[src/rtl/ldst_request_scheduler_pkg.sv]
// Shared definitions for the load/store request scheduler: owner tags,
// access-size encodings, grant selector and the pipe command bundle.
package ldst_request_scheduler_pkg;

  // Owner tag stored per in-flight access; selects the response route.
  localparam logic LDST_OWNER_EXE    = 1'b0;
  localparam logic LDST_OWNER_EXCEPT = 1'b1;

  // Access size encodings carried on the ORDER fields.
  localparam logic [1:0] LDST_ORDER_BYTE = 2'b00;
  localparam logic [1:0] LDST_ORDER_HALF = 2'b01;
  localparam logic [1:0] LDST_ORDER_WORD = 2'b10;
  localparam logic [1:0] LDST_ORDER_NONE = 2'b11;

  // EXCEPT accesses are always full-word byte-enable.
  localparam logic [3:0] LDST_EXCEPT_MASK = 4'hf;

  typedef enum logic [1:0] {
    GRANT_NONE   = 2'd0,
    GRANT_EXE    = 2'd1,
    GRANT_EXCEPT = 2'd2
  } grant_e;

  typedef struct packed {
    logic [1:0]  order;
    logic [3:0]  mask;
    logic        rw;
    logic [13:0] tid;
    logic [1:0]  mmumod;
    logic [31:0] pdt;
    logic [31:0] addr;
    logic [31:0] data;
  } ldst_cmd_t;

endpackage

[src/rtl/ldst_request_scheduler_owner_fifo.sv]
// In-order owner tracking FIFO: one owner bit per accepted-but-unanswered
// access. The head tells which requester the next pipe response belongs to.
module ldst_owner_fifo #(
  parameter  int DEPTH = 4,
  localparam int PTR_W = $clog2(DEPTH),
  localparam int CNT_W = PTR_W + 1
) (
  input  logic             clk,
  input  logic             rst_n,
  input  logic             clear_i,
  input  logic             push_i,
  input  logic             push_owner_i,
  input  logic             pop_i,
  output logic             head_o,
  output logic [CNT_W-1:0] count_o,
  output logic             full_o,
  output logic             empty_o
);

  logic [DEPTH-1:0] mem_q;
  logic [PTR_W-1:0] wr_ptr_q, wr_ptr_d;
  logic [PTR_W-1:0] rd_ptr_q, rd_ptr_d;
  logic [CNT_W-1:0] count_q, count_d;

  // Storage write; contents are only meaningful between pointers.
  // NOTE: storage has no reset; clearing the pointers/count already empties the FIFO.
  always_ff @(posedge clk) begin
    if (push_i) mem_q[wr_ptr_q] <= push_owner_i;
  end

  // Next pointers and occupancy; push and pop together leave the count unchanged.
  always_comb begin
    // NOTE: defaults first so every path assigns every output (no latches).
    wr_ptr_d = wr_ptr_q;
    rd_ptr_d = rd_ptr_q;
    count_d  = count_q;
    if (push_i) wr_ptr_d = wr_ptr_q + PTR_W'(1);
    if (pop_i)  rd_ptr_d = rd_ptr_q + PTR_W'(1);
    if (push_i && !pop_i)      count_d = count_q + CNT_W'(1);
    else if (!push_i && pop_i) count_d = count_q - CNT_W'(1);
  end

  // Pointer/count registers with async reset and synchronous clear.
  always_ff @(posedge clk or negedge rst_n) begin
    // NOTE: sequential state uses non-blocking assignments only.
    if (!rst_n) begin
      wr_ptr_q <= '0;
      rd_ptr_q <= '0;
      count_q  <= '0;
    end else if (clear_i) begin
      wr_ptr_q <= '0;
      rd_ptr_q <= '0;
      count_q  <= '0;
    end else begin
      wr_ptr_q <= wr_ptr_d;
      rd_ptr_q <= rd_ptr_d;
      count_q  <= count_d;
    end
  end

  assign head_o  = mem_q[rd_ptr_q];
  assign count_o = count_q;
  assign full_o  = (count_q == CNT_W'(DEPTH));
  assign empty_o = (count_q == '0);

endmodule

[src/rtl/ldst_request_scheduler.sv]
// Arbitrates the single load/store pipe between EXE and EXCEPT with exception
// locking and anti-starvation, and routes in-order responses back to the
// requester that issued each access.
module ldst_request_scheduler
  import ldst_request_scheduler_pkg::*;
#(
  parameter  int OUTSTANDING      = 4,
  parameter  int MAX_EXCEPT_BURST = 8,
  localparam int CNT_W            = $clog2(OUTSTANDING) + 1
) (
  input  logic             iCLOCK,
  input  logic             inRESET,
  input  logic             iRESET_SYNC,
  // EXE requester
  input  logic             iEXE_REQ,
  output logic             oEXE_BUSY,
  input  logic [1:0]       iEXE_ORDER,
  input  logic [3:0]       iEXE_MASK,
  input  logic             iEXE_RW,
  input  logic [13:0]      iEXE_TID,
  input  logic [1:0]       iEXE_MMUMOD,
  input  logic [31:0]      iEXE_PDT,
  input  logic [31:0]      iEXE_ADDR,
  input  logic [31:0]      iEXE_DATA,
  output logic             oEXE_REQ,
  output logic             oEXE_PAGEFAULT,
  output logic [13:0]      oEXE_MMU_FLAGS,
  output logic [31:0]      oEXE_DATA,
  // EXCEPT requester
  input  logic             iEXCEPT_REQ,
  output logic             oEXCEPT_BUSY,
  input  logic             iEXCEPT_LOCK,
  input  logic [1:0]       iEXCEPT_ORDER,
  input  logic             iEXCEPT_RW,
  input  logic [13:0]      iEXCEPT_TID,
  input  logic [1:0]       iEXCEPT_MMUMOD,
  input  logic [31:0]      iEXCEPT_PDT,
  input  logic [31:0]      iEXCEPT_ADDR,
  input  logic [31:0]      iEXCEPT_DATA,
  output logic             oEXCEPT_REQ,
  output logic [31:0]      oEXCEPT_DATA,
  // Load/store pipe
  output logic             oLDST_REQ,
  input  logic             iLDST_BUSY,
  output logic [1:0]       oLDST_ORDER,
  output logic [3:0]       oLDST_MASK,
  output logic             oLDST_RW,
  output logic [13:0]      oLDST_TID,
  output logic [1:0]       oLDST_MMUMOD,
  output logic [31:0]      oLDST_PDT,
  output logic [31:0]      oLDST_ADDR,
  output logic [31:0]      oLDST_DATA,
  input  logic             iLDST_VALID,
  input  logic             iLDST_PAGEFAULT,
  input  logic [13:0]      iLDST_MMU_FLAGS,
  input  logic [31:0]      iLDST_DATA,
  // Status
  output logic [CNT_W-1:0] oPENDING,
  output logic             oSPURIOUS
);

  localparam int BURST_W = $clog2(MAX_EXCEPT_BURST + 1);

  grant_e            grant;
  ldst_cmd_t         exe_cmd, except_cmd, ldst_cmd;
  logic              lock_q, lock_d;
  logic [BURST_W-1:0] burst_q, burst_d;
  logic              spurious_q, spurious_d;
  logic              exe_accept, except_accept;
  logic              fifo_full, fifo_empty, fifo_head, fifo_push, fifo_pop;
  logic [CNT_W-1:0]  fifo_count;

  assign exe_cmd    = '{order: iEXE_ORDER, mask: iEXE_MASK, rw: iEXE_RW, tid: iEXE_TID,
                        mmumod: iEXE_MMUMOD, pdt: iEXE_PDT, addr: iEXE_ADDR, data: iEXE_DATA};
  assign except_cmd = '{order: iEXCEPT_ORDER, mask: LDST_EXCEPT_MASK, rw: iEXCEPT_RW,
                        tid: iEXCEPT_TID, mmumod: iEXCEPT_MMUMOD, pdt: iEXCEPT_PDT,
                        addr: iEXCEPT_ADDR, data: iEXCEPT_DATA};

  // Grant: lock holds the pipe for EXCEPT; otherwise EXCEPT wins unless EXE has starved too long.
  always_comb begin
    grant = GRANT_NONE;
    if (lock_q)
      grant = GRANT_EXCEPT;
    else if (iEXCEPT_REQ && !(iEXE_REQ && burst_q == BURST_W'(MAX_EXCEPT_BURST)))
      grant = GRANT_EXCEPT;
    else if (iEXE_REQ)
      grant = GRANT_EXE;
  end

  assign oEXE_BUSY     = (grant != GRANT_EXE)    || iLDST_BUSY || fifo_full;
  assign oEXCEPT_BUSY  = (grant != GRANT_EXCEPT) || iLDST_BUSY || fifo_full;
  assign exe_accept    = iEXE_REQ    && !oEXE_BUSY;
  assign except_accept = iEXCEPT_REQ && !oEXCEPT_BUSY;

  assign oLDST_REQ = ((grant == GRANT_EXE && iEXE_REQ) ||
                      (grant == GRANT_EXCEPT && iEXCEPT_REQ)) && !fifo_full;
  assign ldst_cmd  = (grant == GRANT_EXCEPT) ? except_cmd : exe_cmd;

  assign oLDST_ORDER  = ldst_cmd.order;
  assign oLDST_MASK   = ldst_cmd.mask;
  assign oLDST_RW     = ldst_cmd.rw;
  assign oLDST_TID    = ldst_cmd.tid;
  assign oLDST_MMUMOD = ldst_cmd.mmumod;
  assign oLDST_PDT    = ldst_cmd.pdt;
  assign oLDST_ADDR   = ldst_cmd.addr;
  assign oLDST_DATA   = ldst_cmd.data;

  // A response with nothing tracked is dropped: no route, no pop.
  assign fifo_push  = exe_accept || except_accept;
  assign fifo_pop   = iLDST_VALID && !fifo_empty;
  assign spurious_d = iLDST_VALID && fifo_empty;

  ldst_owner_fifo #(.DEPTH(OUTSTANDING)) u_owner_fifo (
    .clk          (iCLOCK),
    .rst_n        (inRESET),
    .clear_i      (iRESET_SYNC),
    .push_i       (fifo_push),
    .push_owner_i (except_accept ? LDST_OWNER_EXCEPT : LDST_OWNER_EXE),
    .pop_i        (fifo_pop),
    .head_o       (fifo_head),
    .count_o      (fifo_count),
    .full_o       (fifo_full),
    .empty_o      (fifo_empty)
  );

  assign oEXE_REQ       = fifo_pop && (fifo_head == LDST_OWNER_EXE);
  assign oEXCEPT_REQ    = fifo_pop && (fifo_head == LDST_OWNER_EXCEPT);
  assign oEXE_PAGEFAULT = iLDST_PAGEFAULT;
  assign oEXE_MMU_FLAGS = iLDST_MMU_FLAGS;
  assign oEXE_DATA      = iLDST_DATA;
  assign oEXCEPT_DATA   = iLDST_DATA;
  assign oPENDING       = fifo_count;
  assign oSPURIOUS      = spurious_q;

  // Next lock and starvation-burst state.
  always_comb begin
    lock_d  = lock_q;
    burst_d = burst_q;
    if (except_accept && iEXCEPT_LOCK) lock_d = 1'b1;
    else if (!iEXCEPT_LOCK)            lock_d = 1'b0;
    if (exe_accept || !iEXE_REQ)
      burst_d = '0;
    else if (except_accept && burst_q != BURST_W'(MAX_EXCEPT_BURST))
      burst_d = burst_q + BURST_W'(1);
  end

  // Lock, burst and spurious-pulse registers.
  always_ff @(posedge iCLOCK or negedge inRESET) begin
    if (!inRESET) begin
      lock_q     <= 1'b0;
      burst_q    <= '0;
      spurious_q <= 1'b0;
    end else if (iRESET_SYNC) begin
      lock_q     <= 1'b0;
      burst_q    <= '0;
      spurious_q <= 1'b0;
    end else begin
      lock_q     <= lock_d;
      burst_q    <= burst_d;
      spurious_q <= spurious_d;
    end
  end

endmodule

[config.mk]
export PLATFORM = sky130hd
export DESIGN_NAME = ldst_request_scheduler
export DESIGN_NICKNAME = d
export VERILOG_FILES = /design/src/rtl/ldst_request_scheduler_pkg.sv /design/src/rtl/ldst_request_scheduler_owner_fifo.sv /design/src/rtl/ldst_request_scheduler.sv
export SDC_FILE = /design/constraint.sdc
export NUM_CORES = 1
export LEC_CHECK = 0
export ABC_CLOCK_PERIOD_IN_PS = 5900
export CORE_AREA = 2 2 192 194
export CTS_CLUSTER_DIAMETER = 120
export DETAILED_ROUTE_END_ITERATION = 6
export DIE_AREA = 0 0 194 196
export GPL_TIMING_DRIVEN = 1
export HOLD_SLACK_MARGIN = 0.12
export PLACE_DENSITY_LB_ADDON = 0.05
export SETUP_SLACK_MARGIN = 0.2
export SLEW_MARGIN = 5
export SYNTH_ARGS = -nofsm -noshare
export SYNTH_HDL_FRONTEND = slang
export SYNTH_SLANG_ARGS = --single-unit
[constraint.sdc]
create_clock -name iCLOCK -period 5.9 [get_ports iCLOCK]
set_clock_uncertainty 0.2 [all_clocks]
set_input_delay 1.18 -clock iCLOCK [delete_from_list [all_inputs] [get_ports iCLOCK]]
set_output_delay 1.18 -clock iCLOCK [all_outputs]
set_load 0.1 [all_outputs]
# After elaboration in Yosys (flattened, before gate mapping)
# Cells that the tools add are included.
[classes] add_sub_neg=5 order_cmp=3 n_eq_ne=8 n_mux=24 bitwise=1 n_reduce_logical=36
[op_table] operator="$mux W119" n=1
[op_table] operator="$logic_and A1 B1 Y1" n=16
[op_table] operator="$mux W2" n=6
[op_table] operator="$mux W4" n=3
[op_table] operator="$mux W3" n=3
[op_table] operator="$logic_not A1 Y1" n=8
[op_table] operator="$mux W1" n=8
[op_table] operator="$logic_or A1 B1 Y1" n=7
[op_table] operator="$lt A2 B3 Y1 const B" n=2
[op_table] operator="$reduce_bool A3 Y1" n=2
[op_table] operator="$add A2 B1 Y2 const B" n=2
[op_table] operator="$add A4 B1 Y4 const B" n=1
[op_table] operator="$bwmux W4" n=1
[op_table] operator="$eq A4 B4 Y1 const B" n=1
[op_table] operator="$ne A4 B4 Y1 const B" n=1
[op_table] operator="$reduce_bool A2 Y1" n=2
[op_table] operator="$add A3 B1 Y3 const B" n=1
[op_table] operator="$eq A3 B3 Y1 const B" n=1
[op_table] operator="$logic_not A3 Y1" n=1
[op_table] operator="$ne A3 B2 Y1 const B" n=1
[op_table] operator="$sub A3 B1 Y3 const B" n=1
[op_table] operator="$bmux W1 S2" n=1
[op_table] operator="$demux W1 S2" n=1
[op_table] operator="$eq A2 B1 Y1 const B" n=1
[op_table] operator="5 further kinds" n=5
[word_totals] register_bits=17 inputBits=289 output_inout_bits=207

# Logic depth before layout (Yosys ltp)
# Gate-level depths: netlist of the first run.
[logic_depth] word_depth=17 ltp_mapped=8

# Modules after synthesis
# A second synthesis of the first run with hierarchy kept.
[unflattened] hier_cells=309 area_unflattened_um2=3086.7
[modules_own_cells] mod="ldst_request_scheduler" n_inst=1 cells_each=261 area_per_inst_um2=2492.4 seq_area_each_um2=150.1
[modules_own_cells] mod="ldst_owner_fifo" n_inst=1 cells_each=48 area_per_inst_um2=594.3 seq_area_each_um2=295.3

# Worst setup path after synthesis of the first run
# OpenSTA, ideal clock, no wires.
[synth_path] path_kind="reg-to-output" startpoint="reg u_owner_fifo.count_q[2], in the netlist u_owner_fifo.count_o[2]" endpoint="out oLDST_REQ" arrival_time_ns=3.483 setup_slack_ns=1.037 path_stages_with_launch=3 path_buffers=0 cell_sequence="dfrtp_1 or3b_4 a21boi_0"
[synth_between] elab_chain_len=3
[synth_rtl] element="from (decl)" line="ldst_request_scheduler_owner_fifo.sv:23" source="logic [CNT_W-1:0] count_q, count_d;"
[synth_rtl] element="from (signal assigned)" line="ldst_request_scheduler_owner_fifo.sv:57" source="count_q <= count_d;"
[synth_rtl] element="$eq A3 B3 Y1" line="ldst_request_scheduler_owner_fifo.sv:63" source="assign full_o = (count_q == CNT_W'(DEPTH));"
[synth_rtl] element="$logic_not A1 Y1" line="ldst_request_scheduler.sv:96" source="(grant == GRANT_EXCEPT && iEXCEPT_REQ)) && !fifo_full;"
[synth_rtl] element="$logic_and A1 B1 Y1" line="ldst_request_scheduler.sv:96"
[synth_rtl] element="to (decl)" line="ldst_request_scheduler.sv:43" source="output logic oLDST_REQ,"
# Every way passes these cells.

# Worst setup path after layout of the first run
[layout_path] startpoint="in iEXE_REQ" endpoint="out oLDST_ADDR[22]"
[layout_between] elab_chain_len=7
[layout_rtl] element="from (decl)" line="ldst_request_scheduler.sv:15" source="input logic iEXE_REQ,"
[layout_rtl] element="$logic_and A1 B1 Y1" line="ldst_request_scheduler.sv:84" source="else if (iEXCEPT_REQ && !(iEXE_REQ && burst_q == BURST_W'(MAX_EXCEPT_BURST)))"
[layout_rtl] element="$logic_not A1 Y1" line="ldst_request_scheduler.sv:84"
[layout_rtl] element="$logic_and A1 B1 Y1" line="ldst_request_scheduler.sv:84"
[layout_rtl] element="$mux W2 *" line="ldst_request_scheduler.sv:84"
[layout_rtl] element="$mux W2 *" line="ldst_request_scheduler.sv:82" source="if (lock_q)"
[layout_rtl] element="$eq A2 B2 Y1 *" line="ldst_request_scheduler.sv:97" source="assign ldst_cmd = (grant == GRANT_EXCEPT) ? except_cmd : exe_cmd;"
[layout_rtl] element="$mux W119 *" line="ldst_request_scheduler.sv:97"
[layout_rtl] element="to (decl)" line="ldst_request_scheduler.sv:51" source="output logic [31:0] oLDST_ADDR,"
# Every way passes the cells marked *; elsewhere a longest branch is shown, timed or not.

==> results of run 1 <==
## cell usage in the layout, fill, tap and decap left out, types with 2 or more instances in the layout
| cell | synthesis | layout |
|---|---|---|
| ha_1 | 6 | 6 |
| edfxtp_1 | 4 | 4 |
| xor2_1 | 2 | 2 |
| mux2_1 | 66 | 66 |
| or3_1 | 2 | 2 |
| dfrtp_1 | 13 | 13 |
| diode_2 | 0 | 2 |
| xnor2_1 | 2 | 2 |
| and2_1 | 6 | 6 |
| nor2_1 | 14 | 14 |
| nand2b_1 | 6 | 6 |
| clkdlybuf4s50_1 | 0 | 245 |
| a21oi_1 | 3 | 3 |
| clkbuf_16 | 0 | 3 |
| mux4_2 | 2 | 2 |
| buf_12 | 0 | 9 |
| inv_1 | 10 | 10 |
| mux2_2 | 51 | 51 |
| nand3_1 | 2 | 2 |
| o21ai_0 | 3 | 3 |
| mux2i_1 | 2 | 2 |
| buf_4 | 86 | 119 |
| nand2_1 | 2 | 2 |
## path summary, 6_finish.rpt
check	startpoint	to	slack (ns)	cells past startpoint
min reg2reg	u_owner_fifo.rd_ptr_q[1]	u_owner_fifo.rd_ptr_q[1]	0.36	2
min	u_owner_fifo.rd_ptr_q[1]	u_owner_fifo.rd_ptr_q[1]	0.36	2
max	iEXE_REQ	oLDST_ADDR[22]	1.05	6
max reg2reg	lock_q	u_owner_fifo.count_o[2]	3.34	8
max in group asynchronous	inRESET	u_owner_fifo.rd_ptr_q[0]	3.93	1
min in group asynchronous	inRESET	u_owner_fifo.wr_ptr_q[1]	1.14	1
## through the flow
| step | power (uW) | worst slack [ns] | hold slack, ns | std cells |
|---|---|---|---|---|
| floorplan | 1250 | 1.04 | 0.312 | 310 |
| global route | 1550 | 0.882 | 0.390 | 1064 |
| detailed placement | 1360 | 0.986 | 0.344 | 1058 |
| CTS | 1500 | 0.981 | 0.368 | 1062 |
| finish | 1480 | 1.05 | 0.363 | 1064 |
| global placement | 1360 | 1.06 | 0.336 | 1058 |
## worst reg2reg max path, stage by stage, from the launching register on
cell and delay (ns):
dfrtp_1 0.42, nand2b_2 0.25, a221oi_4 0.47, and2_1 0.23, fa_1 0.20, and2_1 0.15, nand2_1 0.05, mux4_2 0.44
nor2_1 0.09
## sequential cells by signal, indices dropped and copies added (netlist names)
register and cells:
burst_q 4, u_owner_fifo.mem_q 4, u_owner_fifo.count_o 3, lock_q 1, oSPURIOUS 1, u_owner_fifo.wr_ptr_q 2, u_owner_fifo.rd_ptr_q 2
## kinds of logic (layout without fill, tap and decap cells)
family                   Yosys count  in the layout
multiplexers                     121            121
buffers and inverters            104            388
AND/OR/NAND/NOR                   40             40
AO/OA/AOI/OAI                     17             17
flip-flops                        17             17
adder cells (fa/ha/maj)            7              7
XOR/XNOR                           4              4
other                              0              2
## report_power, final
group	switching [uW]	internal (uW)
combinational	799	372
sequential	29.4	139
clock	49.8	92.0
## layout make-up
type / count / area, um2 / area share, %
repair buffers: 373 / 3530 / 53.5
multi-input cells: 189 / 1900 / 28.9
well taps: 468 / 586 / 8.89
flip-flops and latches: 17 / 445 / 6.76
clock buffers: 4 / 78.8 / 1.20
inverters: 11 / 41.3 / 0.627
diodes: 2 / 5.00 / 0.0760
## metal layers
metal / GRT usage [%] / up-vias
li1: - / 1569
met2: 17.8 / 227
met5: 0 / -
met3: 3.28 / 26
met4: 2.27 / 0
met1: 8.12 / 1503
==> impl_metrics.py, run 1 <==
metrics = {
    "status": {
        "outcome": "complete, no violations",
    },
    "yosys": {
        "syn_area_um2": 3060,
        "avgSynthCellArea_um2": 9.88,
        "synth_top_family_by_area": "multiplexers",
        "synth_xor_area_share_pct": 1.14,
        "yosys.area.top_type": "mux2_1",
        "ys.warnings.count": 0,
        "ys_ff_latch": 17,
        "yosysUniqueCellTypes": 41,
        "yosys.area_share.simple_pct": 7.39,
        "synth-compound-area-share_pct": 5.14,
        "synth_top_area_share_pct": 24.3,
        "ys_top_cells_by_count": "86 x buf_4, 66 x mux2_1, 51 x mux2_2",
        "synth_flop_cell": "dfrtp_1",
        "muxShareOfSynthArea_pct": 45.1,
        "syn_inst": 310,
        "ys_seq_area_share_pct": 14.5,
        "synthAdderAreaFrac_pct": 3.10,
        "synth_edf_count": 4,
        "yosysMostFrequentCell": "buf_4",
        "async_flop_share_pct": 76.5,
        "syn_nets": 606,
        "synth.area.top_cells": "mux2_1 24%, buf_4 21%, mux2_2 19%",
    },
    "grt": {
        "grt_usage_pct": 8.78,
        "grt_pass1_wl_um": 25200,
        "grt_pass1_vias": 3712,
        "grt_overflow": 0,
        "antenna_found_initial": 2,
        "grt_max_degree": 36,
    },
    "timing": {
        "drv_slew": 0,
        "worst_slew_pin_slew_ns": 0.976,
        "fin_crit_sh_pct": 82.1,
        "fmaxAchievable_mhz": 206,
        "rsz0062_at_grt": "no",
        "finalSetupViolCount": 0,
        "min_period_ns": 4.85,
        "fin_tns_setup_ns": 0,
        "maxSlewHeadroom_pct": 34.7,
        "hold_violations": 0,
    },
    "detailed_routing": {
        "dr.max_layer_used": "met4",
        "finalWirelength_um": 17900,
        "via_per_inst": 3.13,
        "wl_met2_um": 10200,
        "routed-wl-met3_um": 1790,
        "avgRoutedWirePerCell_um": 16.9,
        "wl_met1_um": 5650,
        "ant_nets": 0,
        "drt_iter0_drc": 25,
        "dr.pass1.iters": 4,
        "vias": 3325,
        "drcViolationCount": 0,
    },
    "placed_design": {
        "port_buffers": 369,
        "place_hpwl_um": 16000,
        "dpl_cell_area_um2": 6500,
        "place.gp.congestion": 0.737,
    },
    "floorplan": {
        "rows": 70,
        "initial_core_util_pct": 8.49,
        "dieArea_um2": 38000,
        "die_w_um": 194,
        "core-area_um2": 36100,
        "ios": 496,
        "die_h_um": 196,
    },
    "cells_and_area": {
        "fin_area_um2": 6590,
        "nNetsFinal": 891,
        "nFillCells": 4077,
        "syn_to_final_growth_pct": 115,
        "layout-drive-gt1-share_pct": 32.7,
        "fin_util_pct": 18.3,
    },
    "setup_path": {
        "cp_cell_sequence": "clkdlybuf4s50_1 > nand4b_1 > a21oi_4 > buf_12 > mux2_1 > buf_4",
        "required_ns": 4.52,
        "cp_top_family": "buffers and inverters",
        "end_kind": "primary output",
        "cp.buffers_inverters": 3,
        "critPathSlowestCell": "clkdlybuf4s50_1",
        "start_kind": "input pin",
        "worstSetupPathType": "input pin to primary output",
        "cp.arrival_ns": 3.47,
        "critPathMaxStageDelay_ns": 0.56,
        "crit_fanout": 35,
    },
    "power_and_ir_drop": {
        "p_leak_uw": 0.00258,
        "vdd_drop_max_mv": 0.100,
        "pwr_density_cell_nw_per_um2": 225,
    },
    "clock_tree": {
        "cts_tree": "built",
        "cts.sinks": 17,
        "postCtsSetupBuffers": 0,
        "root_buffer": "clkbuf_16",
        "max-clock-path-buffers": 2,
        "cts_hold_buf": 0,
        "clkLatencyLatePin_ns": 0.25,
        "cts_htree_levels": 1,
        "cts_made_buffers": 3,
        "cts-resized-gates": 0,
        "path_clk_slew_ns": 0.06,
    },
    "flow_run": {
        "maxCapViolCount": 0,
    },
    "worst_hold_path": {
        "hp-class": "register to register",
    },
}
Power figures use the tool's default switching activity.
==> run 2, diff against run 1 <==
--- a/config.mk
+++ b/config.mk
@@ -5,7 +5,7 @@
 export SDC_FILE = /design/constraint.sdc
 export NUM_CORES = 1
 export LEC_CHECK = 0
-export ABC_CLOCK_PERIOD_IN_PS = 5900
+export ABC_CLOCK_PERIOD_IN_PS = 4400
 export CORE_AREA = 2 2 192 194
 export CTS_CLUSTER_DIAMETER = 120
 export DETAILED_ROUTE_END_ITERATION = 6
==> constraint.sdc (replaced) <==
create_clock -name iCLOCK -period 4.4 [get_ports iCLOCK]
set_clock_uncertainty 0.2 [all_clocks]
set_input_delay 0.88 -clock iCLOCK [delete_from_list [all_inputs] [get_ports iCLOCK]]
set_output_delay 0.88 -clock iCLOCK [all_outputs]
set_load 0.1 [all_outputs]
==> run 2 against run 1 <==
Setup slack worse by 0.67 ns. Wire length up 12%. Design area up 22%. Combinational power up 58%. Critical path depth unchanged. Die area unchanged. Sequential share of layout area down 1.2 points. Worst hold slack worse by 0.0055 ns. Cell count up 0.19%. Non-clock buffer count up 2. Sequential power up 33%. Critical path type unchanged.
==> impl_metrics.py, run 2 (same netlist as run 1, synthesis figures left out) <==
metrics = {
    "status": {
        "outcome": "complete, no violations",
    },
    "timing": {
        "worst_slew_pin_slew_ns": 0.982,
        "fin_tns_setup_ns": 0,
        "fmaxAchievable_mhz": 249,
        "drv_slew": 0,
        "finalSetupViolCount": 0,
        "fin_crit_sh_pct": 91.3,
        "maxSlewHeadroom_pct": 34.3,
        "rsz0062_at_grt": "no",
        "min_period_ns": 4.02,
        "hold_violations": 0,
    },
    "floorplan": {
        "dieArea_um2": 38000,
        "rows": 70,
        "core-area_um2": 36100,
        "die_h_um": 196,
        "ios": 496,
        "die_w_um": 194,
        "initial_core_util_pct": 8.49,
    },
    "grt": {
        "antenna_found_initial": 4,
        "grt_usage_pct": 9.86,
        "grt_max_degree": 36,
        "grt_pass1_wl_um": 27600,
        "grt_pass1_vias": 3802,
        "grt_overflow": 0,
    },
    "setup_path": {
        "worstSetupPathType": "input pin to primary output",
        "cp_cell_sequence": "clkdlybuf4s50_1 > nand4b_1 > a21oi_4 > buf_4 > mux2_1 > buf_12",
        "cp_top_family": "buffers and inverters",
        "required_ns": 3.32,
        "cp.buffers_inverters": 3,
        "end_kind": "primary output",
        "r2r-start": "lock_q",
        "start_kind": "input pin",
        "crit_fanout": 26,
        "critPathSlowestCell": "clkdlybuf4s50_1",
        "crit_start": "iEXE_REQ",
        "cp.arrival_ns": 2.94,
        "critPathMaxStageDelay_ns": 0.57,
    },
    "detailed_routing": {
        "finalWirelength_um": 20100,
        "dr.pass1.iters": 4,
        "ant_nets": 0,
        "vias": 3393,
        "via_per_inst": 3.18,
        "avgRoutedWirePerCell_um": 18.8,
        "drcViolationCount": 0,
        "drt_iter0_drc": 30,
    },
    "clock_tree": {
        "postCtsSetupBuffers": 0,
        "cts_tree": "built",
        "cts_hold_buf": 0,
        "max-clock-path-buffers": 2,
        "clkLatencyLatePin_ns": 0.25,
        "path_clk_slew_ns": 0.05,
        "cts.sinks": 17,
        "cts_made_buffers": 3,
        "root_buffer": "clkbuf_16",
        "cts_htree_levels": 1,
        "cts-resized-gates": 0,
    },
    "cells_and_area": {
        "fin_area_um2": 8030,
        "nFillCells": 3849,
        "seq_area_um2": 445,
        "most-common-layout-cells": "245 x clkdlybuf4s50_1, 123 x buf_12, 66 x mux2_1",
        "fin_util_pct": 22.3,
        "layout-drive-gt1-share_pct": 33.1,
        "mostFrequentLayoutCell": "clkdlybuf4s50_1",
        "multi_input_area_um2": 1900,
        "syn_to_final_growth_pct": 162,
        "nNetsFinal": 893,
    },
    "worst_hold_path": {
        "min_from": "u_owner_fifo.rd_ptr_q[1]",
        "hp-class": "register to register",
    },
    "power_and_ir_drop": {
        "vdd_drop_max_mv": 0.162,
        "p_leak_uw": 0.00312,
        "p_total_uw": 2270,
        "pwr_density_cell_nw_per_um2": 283,
    },
    "placed_design": {
        "place.gp.congestion": 0.807,
        "port_buffers": 369,
        "dpl_cell_area_um2": 7940,
        "place_hpwl_um": 18100,
    },
    "flow_run": {
        "maxCapViolCount": 0,
    },
}
[run 2: cell types whose count changed in the layout (fill, tap and decap cells not counted)]
| cell | previous run | this run |
|---|---|---|
| clkbuf_1 | 1 | 0 |
| a21boi_1 | 0 | 1 |
| a21boi_0 | 1 | 0 |
| buf_12 | 9 | 123 |
| clkinv_2 | 0 | 1 |
| buf_4 | 119 | 7 |
[run 2: cell type report]
| type | instances | area share [%] |
|---|---|---|
| diodes | 2 | 0.0623 |
| clock buffers | 3 | 0.935 |
| clock inverters | 1 | 0.0623 |
| inverters | 11 | 0.514 |
| multi-input cells | 189 | 23.7 |
| flip-flops and latches | 17 | 5.55 |
| well taps | 468 | 7.29 |
| repair buffers | 375 | 61.9 |
[run 2: final timing paths]
path,cells past startpoint,end,slack (ns)
worst min register to register,2,u_owner_fifo.rd_ptr_q[1],0.36
worst max register to register,8,u_owner_fifo.count_o[2],1.81
worst min-delay path,2,u_owner_fifo.rd_ptr_q[1],0.36
max in group asynchronous,1,burst_q[3],2.67
worst max-delay path,6,oLDST_TID[5],0.38
min in group asynchronous,1,burst_q[0],0.87
[run 2: through the flow]
step / std cells / hold WS [ns] / setup slack, ns
final: 1066 / 0.358 / 0.382
after global routing: 1066 / 0.414 / 0.283
after CTS: 1064 / 0.365 / 0.342
after detailed placement: 1060 / 0.351 / 0.355
after global placement: 1060 / 0.336 / 0.389
after floorplan: 310 / 0.312 / 0.566
[run 2: metal layers]
| metal | wire length, um | GRT usage [%] | share of wire [%] | vias up |
|---|---|---|---|---|
| li1 | - | - | - | 1571 |
| met5 | 13 | 0 | 0.065 | - |
| met4 | 250 | 1.57 | 1.2 | 2 |
| met2 | 11200 | 19.5 | 56 | 240 |
| met3 | 2600 | 5.59 | 13 | 26 |
| met1 | 5950 | 8.67 | 30 | 1554 |
[run 2: worst register-to-register path: cells and delay by family (launching register included)]
kind                       cells  cell delay (ns)
DFF                            1             0.43
and+or+nand+nor                5             0.77
AOI/OAI and AO/OA              1             0.45
muxes                          1             0.45
adders and majority gates      1             0.19
[run 2: power breakdown]
group | internal (uW) | leakage [uW] | total, uW | switching, uW
clock | 122 | 0.0000409 | 190 | 68.2
combinational | 722 | 0.00287 | 1850 | 1130
sequential | 187 | 0.000214 | 224 | 37.9
==> run 3, diff against run 2 <==
--- a/config.mk
+++ b/config.mk
@@ -14,6 +14,7 @@
 export HOLD_SLACK_MARGIN = 0.12
 export PLACE_DENSITY_LB_ADDON = 0.05
 export SETUP_SLACK_MARGIN = 0.2
+export SKIP_CTS_REPAIR_TIMING = 1
 export SLEW_MARGIN = 5
 export SYNTH_ARGS = -nofsm -noshare
 export SYNTH_HDL_FRONTEND = slang
==> results of run 3 <==
Same layout as run 2: the final DEF is identical, and so are final timing and power.
